===== src/rtl/pulse_tx_sequencer_if.sv =====
// Start/abort handshake and bit-select datapath bundle for pulse_tx_sequencer.
// Master: transmit control (start, abort, pattern, period, repeats); slave: sequencer.
interface pulse_tx_sequencer_if #(
  parameter int PULSE_LENGTH = 32,
  parameter int DIV_WIDTH    = 16,
  parameter int REP_WIDTH    = 8
);
  logic                    start;
  logic                    abort;
  logic [PULSE_LENGTH-1:0] pulse_in;
  logic [DIV_WIDTH-1:0]    bit_period;
  logic [REP_WIDTH-1:0]    repeat_count;
  logic [PULSE_LENGTH-1:0] pulse_q;
  logic [PULSE_LENGTH-1:0] select;
  logic                    busy;
  logic                    bit_strobe;
  logic                    done;

  modport master (
    output start, abort, pulse_in, bit_period, repeat_count,
    input  pulse_q, select, busy, bit_strobe, done
  );

  modport slave (
    input  start, abort, pulse_in, bit_period, repeat_count,
    output pulse_q, select, busy, bit_strobe, done
  );
endinterface


===== src/rtl/pulse_tx_sequencer.sv =====
// Serialises a latched pulse pattern LSB first via a one-hot select vector.
// Ports: clk, rstb (async active-low), bus (slave: start/abort in, pulse_q/select/status out).
module pulse_tx_sequencer #(
  parameter int PULSE_LENGTH = 32,
  parameter int DIV_WIDTH    = 16,
  parameter int REP_WIDTH    = 8
) (
  input logic clk,
  input logic rstb,
  pulse_tx_sequencer_if.slave bus
);

  typedef enum logic [1:0] {
    IDLE   = 2'd0,
    RUN    = 2'd1,
    FINISH = 2'd2
  } state_t;

  state_t                  state_q, state_d;
  logic [PULSE_LENGTH-1:0] pulse_q, pulse_d;
  logic [PULSE_LENGTH-1:0] sel_q, sel_d;
  logic [DIV_WIDTH-1:0]    period_q, period_d;
  logic [DIV_WIDTH-1:0]    cyc_q, cyc_d;
  logic [REP_WIDTH-1:0]    pass_q, pass_d;
  logic                    busy_q, busy_d;
  logic                    strobe_q, strobe_d;
  logic                    done_q, done_d;
  logic                    bit_end;
  logic                    last_bit;

  assign bit_end  = (cyc_q == period_q - DIV_WIDTH'(1));
  assign last_bit = sel_q[PULSE_LENGTH-1];

  always_comb begin
    state_d  = state_q;
    pulse_d  = pulse_q;
    sel_d    = sel_q;
    period_d = period_q;
    cyc_d    = cyc_q;
    pass_d   = pass_q;
    busy_d   = busy_q;
    strobe_d = 1'b0;
    done_d   = 1'b0;
    unique case (state_q)
      IDLE: begin
        if (bus.start && !bus.abort) begin
          state_d  = RUN;
          pulse_d  = bus.pulse_in;
          period_d = (bus.bit_period == '0) ?
                     DIV_WIDTH'(1) : bus.bit_period;
          pass_d   = bus.repeat_count;
          cyc_d    = '0;
          sel_d    = PULSE_LENGTH'(1);
          busy_d   = 1'b1;
          strobe_d = 1'b1;
        end
      end
      RUN: begin
        if (bus.abort) begin
          state_d = IDLE;
          sel_d   = '0;
          busy_d  = 1'b0;
          cyc_d   = '0;
          pass_d  = '0;
        end else if (!bit_end) begin
          cyc_d = cyc_q + DIV_WIDTH'(1);
        end else begin
          cyc_d = '0;
          if (!last_bit) begin
            sel_d    = sel_q << 1;
            strobe_d = 1'b1;
          end else if (pass_q != '0) begin
            // Next pass starts straight away, no gap cycle.
            pass_d   = pass_q - REP_WIDTH'(1);
            sel_d    = PULSE_LENGTH'(1);
            strobe_d = 1'b1;
          end else begin
            state_d = FINISH;
            sel_d   = '0;
            busy_d  = 1'b0;
            done_d  = 1'b1;
          end
        end
      end
      FINISH: begin
        state_d = IDLE;
      end
      default: begin
        state_d = IDLE;
        sel_d   = '0;
        busy_d  = 1'b0;
      end
    endcase
  end

  always_ff @(posedge clk or negedge rstb) begin
    if (!rstb) begin
      state_q  <= IDLE;
      pulse_q  <= '0;
      sel_q    <= '0;
      period_q <= '0;
      cyc_q    <= '0;
      pass_q   <= '0;
      busy_q   <= 1'b0;
      strobe_q <= 1'b0;
      done_q   <= 1'b0;
    end else begin
      state_q  <= state_d;
      pulse_q  <= pulse_d;
      sel_q    <= sel_d;
      period_q <= period_d;
      cyc_q    <= cyc_d;
      pass_q   <= pass_d;
      busy_q   <= busy_d;
      strobe_q <= strobe_d;
      done_q   <= done_d;
    end
  end

  assign bus.pulse_q    = pulse_q;
  assign bus.select     = sel_q;
  assign bus.busy       = busy_q;
  assign bus.bit_strobe = strobe_q;
  assign bus.done       = done_q;

endmodule


===== src/flat_wrapper.sv =====
// flat-port wrapper written by rule: the top's interface ports become plain ports
module pulse_tx_sequencer_flat 
#(
  parameter int PULSE_LENGTH = 32,
  parameter int DIV_WIDTH    = 16,
  parameter int REP_WIDTH    = 8
)
  (clk, rstb, bus_start, bus_abort, bus_pulse_in, bus_bit_period, bus_repeat_count, bus_pulse_q, bus_select, bus_busy, bus_bit_strobe, bus_done);
  pulse_tx_sequencer_if #(.PULSE_LENGTH(PULSE_LENGTH), .DIV_WIDTH(DIV_WIDTH), .REP_WIDTH(REP_WIDTH)) bus_i ();
  input logic clk;
  input logic rstb;
  input wire logic [$bits(bus_i.start)-1:0] bus_start;
  input wire logic [$bits(bus_i.abort)-1:0] bus_abort;
  input wire logic [$bits(bus_i.pulse_in)-1:0] bus_pulse_in;
  input wire logic [$bits(bus_i.bit_period)-1:0] bus_bit_period;
  input wire logic [$bits(bus_i.repeat_count)-1:0] bus_repeat_count;
  output wire logic [$bits(bus_i.pulse_q)-1:0] bus_pulse_q;
  output wire logic [$bits(bus_i.select)-1:0] bus_select;
  output wire logic [$bits(bus_i.busy)-1:0] bus_busy;
  output wire logic [$bits(bus_i.bit_strobe)-1:0] bus_bit_strobe;
  output wire logic [$bits(bus_i.done)-1:0] bus_done;
  assign bus_i.start = bus_start;
  assign bus_i.abort = bus_abort;
  assign bus_i.pulse_in = bus_pulse_in;
  assign bus_i.bit_period = bus_bit_period;
  assign bus_i.repeat_count = bus_repeat_count;
  assign bus_pulse_q = bus_i.pulse_q;
  assign bus_select = bus_i.select;
  assign bus_busy = bus_i.busy;
  assign bus_bit_strobe = bus_i.bit_strobe;
  assign bus_done = bus_i.done;
  pulse_tx_sequencer #(.PULSE_LENGTH(PULSE_LENGTH), .DIV_WIDTH(DIV_WIDTH), .REP_WIDTH(REP_WIDTH)) u_core (.clk(clk), .rstb(rstb), .bus(bus_i));
endmodule

===== config.mk =====
export PLATFORM = sky130hd
export DESIGN_NAME = pulse_tx_sequencer_flat
export DESIGN_NICKNAME = d
export VERILOG_FILES = /design/src/rtl/pulse_tx_sequencer_if.sv /design/src/rtl/pulse_tx_sequencer.sv /design/src/flat_wrapper.sv
export SDC_FILE = /design/constraint.sdc
export NUM_CORES = 1
export LEC_CHECK = 0
export BUFFER_PORTS_ARGS = -buffer_cell sky130_fd_sc_hd__buf_2
export CAP_MARGIN = 20
export CORE_ASPECT_RATIO = 1.1
export CORE_MARGIN = 3
export CORE_UTILIZATION = 48
export DETAILED_ROUTE_END_ITERATION = 10
export PLACE_DENSITY_LB_ADDON = 0.12
export SETUP_SLACK_MARGIN = 0.1
export SYNTH_ARGS = -nofsm -noshare
export SYNTH_HDL_FRONTEND = slang
export SYNTH_SLANG_ARGS = --single-unit
export TNS_END_PERCENT = 100

===== constraint.sdc =====
create_clock -name clk -period 3.29 [get_ports clk]
set_input_delay 0.658 -clock clk [delete_from_list [all_inputs] [get_ports clk]]
set_output_delay 0.658 -clock clk [all_outputs]
set_load 0.1 [all_outputs]

==> reports/results.ini <==
[placement]
gp_congestion = 0.824
dpl_cells = 695
portBuffers = 126
hpwlAfterDp_mm = 8.32
preCtsSetupSlack_ns = 0.0833

[grt]
grt_pass1_vias = 3964
grt_pass1_wl_mm = 19.2
global_route.overflow_total = 0
grt_max_degree = 62
gr-usage-all-layers = 0.197
grt_antenna_before_repair = 0

[drt]
firstDrtPassIters = 4
dr_total_vias = 3891
wire_per_inst_um = 16.6
vias_per_cell = 5.44
final_antenna_net_count = 0
routed_wl_mm = 11.9
dr.first_iter.drc_count = 159
drc_errors = 0

[critical_path]
worstSetupEndpointType = register
criticalPathCategory = register to register
crit_path_top_delay_cell = sky130_fd_sc_hd__dfrtp_1
worst_ep_arrival_time_ns = 3.37
worst-path-max-fanout = 9
slowest_delay_ns = 0.50
path_cells = or3_1 -> or3_1 -> a21bo_2 -> a22o_1 -> a2111oi_4 -> buf_6 -> nand3_4 -> nor2_4 -> clkbuf_16 -> a22o_1
cp.required_ns = 3.60
cp-start-kind = register

[synth]
async_flop_share = 1.00
synth_edf_count = 0
synth_cells = 445
yosys-top-cells-area = sky130_fd_sc_hd__dfrtp_1 53%, sky130_fd_sc_hd__mux2_2 10%, sky130_fd_sc_hd__a22o_1 6.1%, sky130_fd_sc_hd__xnor2_1 3.1%, sky130_fd_sc_hd__xor2_1 2.2%
syn_area_mm2 = 0.00513
ys_types = 55
synth.yosys.seq_area_share = 0.531
syn_nets = 508
synth_area_leader_cell = sky130_fd_sc_hd__dfrtp_1
synth.most_common_cell = sky130_fd_sc_hd__dfrtp_1
ys_seq_elements = 109
yosys_most_used_dff = sky130_fd_sc_hd__dfrtp_1
synthTopCellsByCount = 109 x sky130_fd_sc_hd__dfrtp_1, 47 x sky130_fd_sc_hd__mux2_2, 36 x sky130_fd_sc_hd__a22o_1
mean_post_synth_cell_area_um2 = 11.5
synth_top_area_frac = 0.531
yosys_warnings = 0

[status]
outcome = finished, final reports clean

[power_and_ir_drop]
power.share.clock = 0.219
internal_power_w = 0.00225
power.sequential.fraction = 0.430
net-switching-power_w = 0.00162
power.share.combinational = 0.351
cellLeakagePower_nw = 2.90
power_per_cell_area_mw_per_mm2 = 619
switching_share = 0.418
vdd.ir_drop.worst_mv = 0.547

[floorplanning]
chipHeight_um = 114
die_w_um = 105
num_rows = 38
floorplan.io_pins = 127
total_die_area_mm2 = 0.0120
floorplan.initialDensity = 0.507
coreArea_mm2 = 0.0101

[sta]
timing.setup.tns_ns = 0
rsz_0062_raised_after_global_routing = no
maxClockFrequency_ghz = 0.327
maxSlewViolCount = 0
finalCritPeriodShare = 0.929
final-setup-viol-count = 0
finalHoldViolCount = 0
clock-skew-final_ns = 0.0104
transition_at_the_pin_with_the_smallest_max_transition_slack_ns = 0.789
finalCriticalPeriod_ns = 3.06
max-slew-margin-rel = 0.474
postLayoutSetupSlackWorst_ns = 0.233

[layout]
fin_cells = 715
area.sequential_mm2 = 0.00273
synthToLayoutAreaGrowth_pct = 22.0
fillers = 872
multi_input_comb_area_mm2 = 0.00228
ant_diodes = 0
final_layout_size_suffix_gt1_frac = 0.388
layout.nets = 634

[clocking]
clk_latency_ns = 0.37
cts.reportedPaths.clkPinSlew_ns = 0.10
tritoncts.num_buffers = 9
htree_num_levels = 3
cts.path.max_buffers = 2
holdBufCountCts = 0
cts_tree = done
ctsRootBufferMaster = sky130_fd_sc_hd__clkbuf_8
clkSinkCount = 109

[run]
max_cap_violations = 0

[min_path]
hp-class = input pin to asynchronous set/reset pin

[routing by layer]
layer  wire length (um)  vias to the layer above  global-route usage
met1               5240                     1897               0.252
met2               5650                      127               0.321
met3                826                        9              0.0592
met4                140                        0              0.0700
li1                   -                     1858                   -
met5                  0                        -                   0
[cell usage in the layout, fill, tap and decap left out, types with 5 or more instances in the layout]
cell,instances
sky130_fd_sc_hd__mux2_2,47
sky130_fd_sc_hd__dfrtp_1,107
sky130_fd_sc_hd__xnor2_1,18
sky130_fd_sc_hd__nand2b_1,5
sky130_fd_sc_hd__and3_1,7
sky130_fd_sc_hd__nand4_1,6
sky130_fd_sc_hd__inv_1,9
sky130_fd_sc_hd__o21ai_0,17
sky130_fd_sc_hd__nor2_1,23
sky130_fd_sc_hd__nand3_1,15
sky130_fd_sc_hd__nor3_1,14
sky130_fd_sc_hd__buf_2,125
sky130_fd_sc_hd__a31oi_1,6
sky130_fd_sc_hd__nand2_1,17
sky130_fd_sc_hd__a22o_1,36
sky130_fd_sc_hd__buf_4,11
sky130_fd_sc_hd__xor2_1,13
sky130_fd_sc_hd__clkbuf_8,11
sky130_fd_sc_hd__a21oi_1,13
sky130_fd_sc_hd__nor4_1,7
[sequential cells by signal, indices dropped and copies added, names as in the netlist]
name                   cells
u_core.pass_q              8
u_core.bus.select         32
u_core.bus.busy            1
u_core.bus.done            1
u_core.bus.bit_strobe      1
u_core.bus.pulse_q        32
u_core.state_q             2
u_core.period_q           16
u_core.cyc_q              16
[stage by stage]
stage               utilization  power [W]  instance area, um^2  hold WS [ns]
finish                    0.618    0.00388                 6260         0.350
global placement          0.586    0.00301                 5930         0.485
floorplan                     -    0.00275                 5130         0.362
detailed placement        0.586    0.00304                 5930         0.491
CTS                       0.606    0.00389                 6140         0.375
global route              0.618    0.00405                 6260         0.402
[worst max-delay path: cells and delay by family (launching register included)]
kind / cells / cell delay [ns]
AOI/OAI and AO/OA: 4 / 1.00
DFF: 1 / 0.50
and+or+nand+nor: 4 / 1.11
buffers and inverters: 2 / 0.38
[kinds of logic (layout without fill, tap and decap cells)]
logic type / after synthesis / after routing / synth area share
fa+ha+maj: 3 / 3 / 0.00731
xor+xnor: 31 / 31 / 0.0529
mux: 49 / 49 / 0.107
flops: 109 / 109 / 0.531
compound gates: 94 / 94 / 0.138
buf+inv: 39 / 169 / 0.0361
simple gates: 120 / 120 / 0.127
[layout make-up]
class	instances	share of cell area
flip-flops and latches	109	0.436
multi-input cells	297	0.363
repair buffers	143	0.134
well taps	140	0.0280
clock buffers	13	0.0254
clock inverters	2	0.00659
inverters	11	0.00659
[worst paths after layout]
kind | end | depth (start not counted) | slack, ns | startpoint
worst max-delay path | u_core.bus.select[3]$_DFFE_PN0P_ | 10 | 0.23 | u_core.period_q[2]$_DFFE_PN0P_
worst min register to register | u_core.bus.pulse_q[19]$_DFFE_PN0P_ | 1 | 0.51 | u_core.bus.pulse_q[19]$_DFFE_PN0P_
worst max register to register | u_core.bus.select[3]$_DFFE_PN0P_ | 10 | 0.23 | u_core.period_q[2]$_DFFE_PN0P_
min in group clk | u_core.bus.pulse_q[7]$_DFFE_PN0P_ | 2 | 0.51 | bus_pulse_in[7]
max in group asynchronous | u_core.period_q[0]$_DFFE_PN0P_ | 2 | 2.21 | rstb
worst min-delay path | u_core.cyc_q[4]$_DFFE_PN0P_ | 1 | 0.35 | rstb
[repair_timing]
action                                  in CTS  in global routing
gates resized for setup                      1                 13
cloned                                       0                  3
buffers inserted                             0                  2
endpoints found under the setup margin      30                 30
pin swaps                                    1                  5
[power groups by stage]
stage	sequential (W)	clock, W	combinational, W
final	0.00167	0.000848	0.00136
after global routing	0.00170	0.000919	0.00143
after CTS	0.00166	0.000873	0.00136
after detailed placement	0.00169	0	0.00135
after global placement	0.00168	0	0.00133
after floorplan	0.00231	0	0.000433
(Power assumes the default switching activity.)
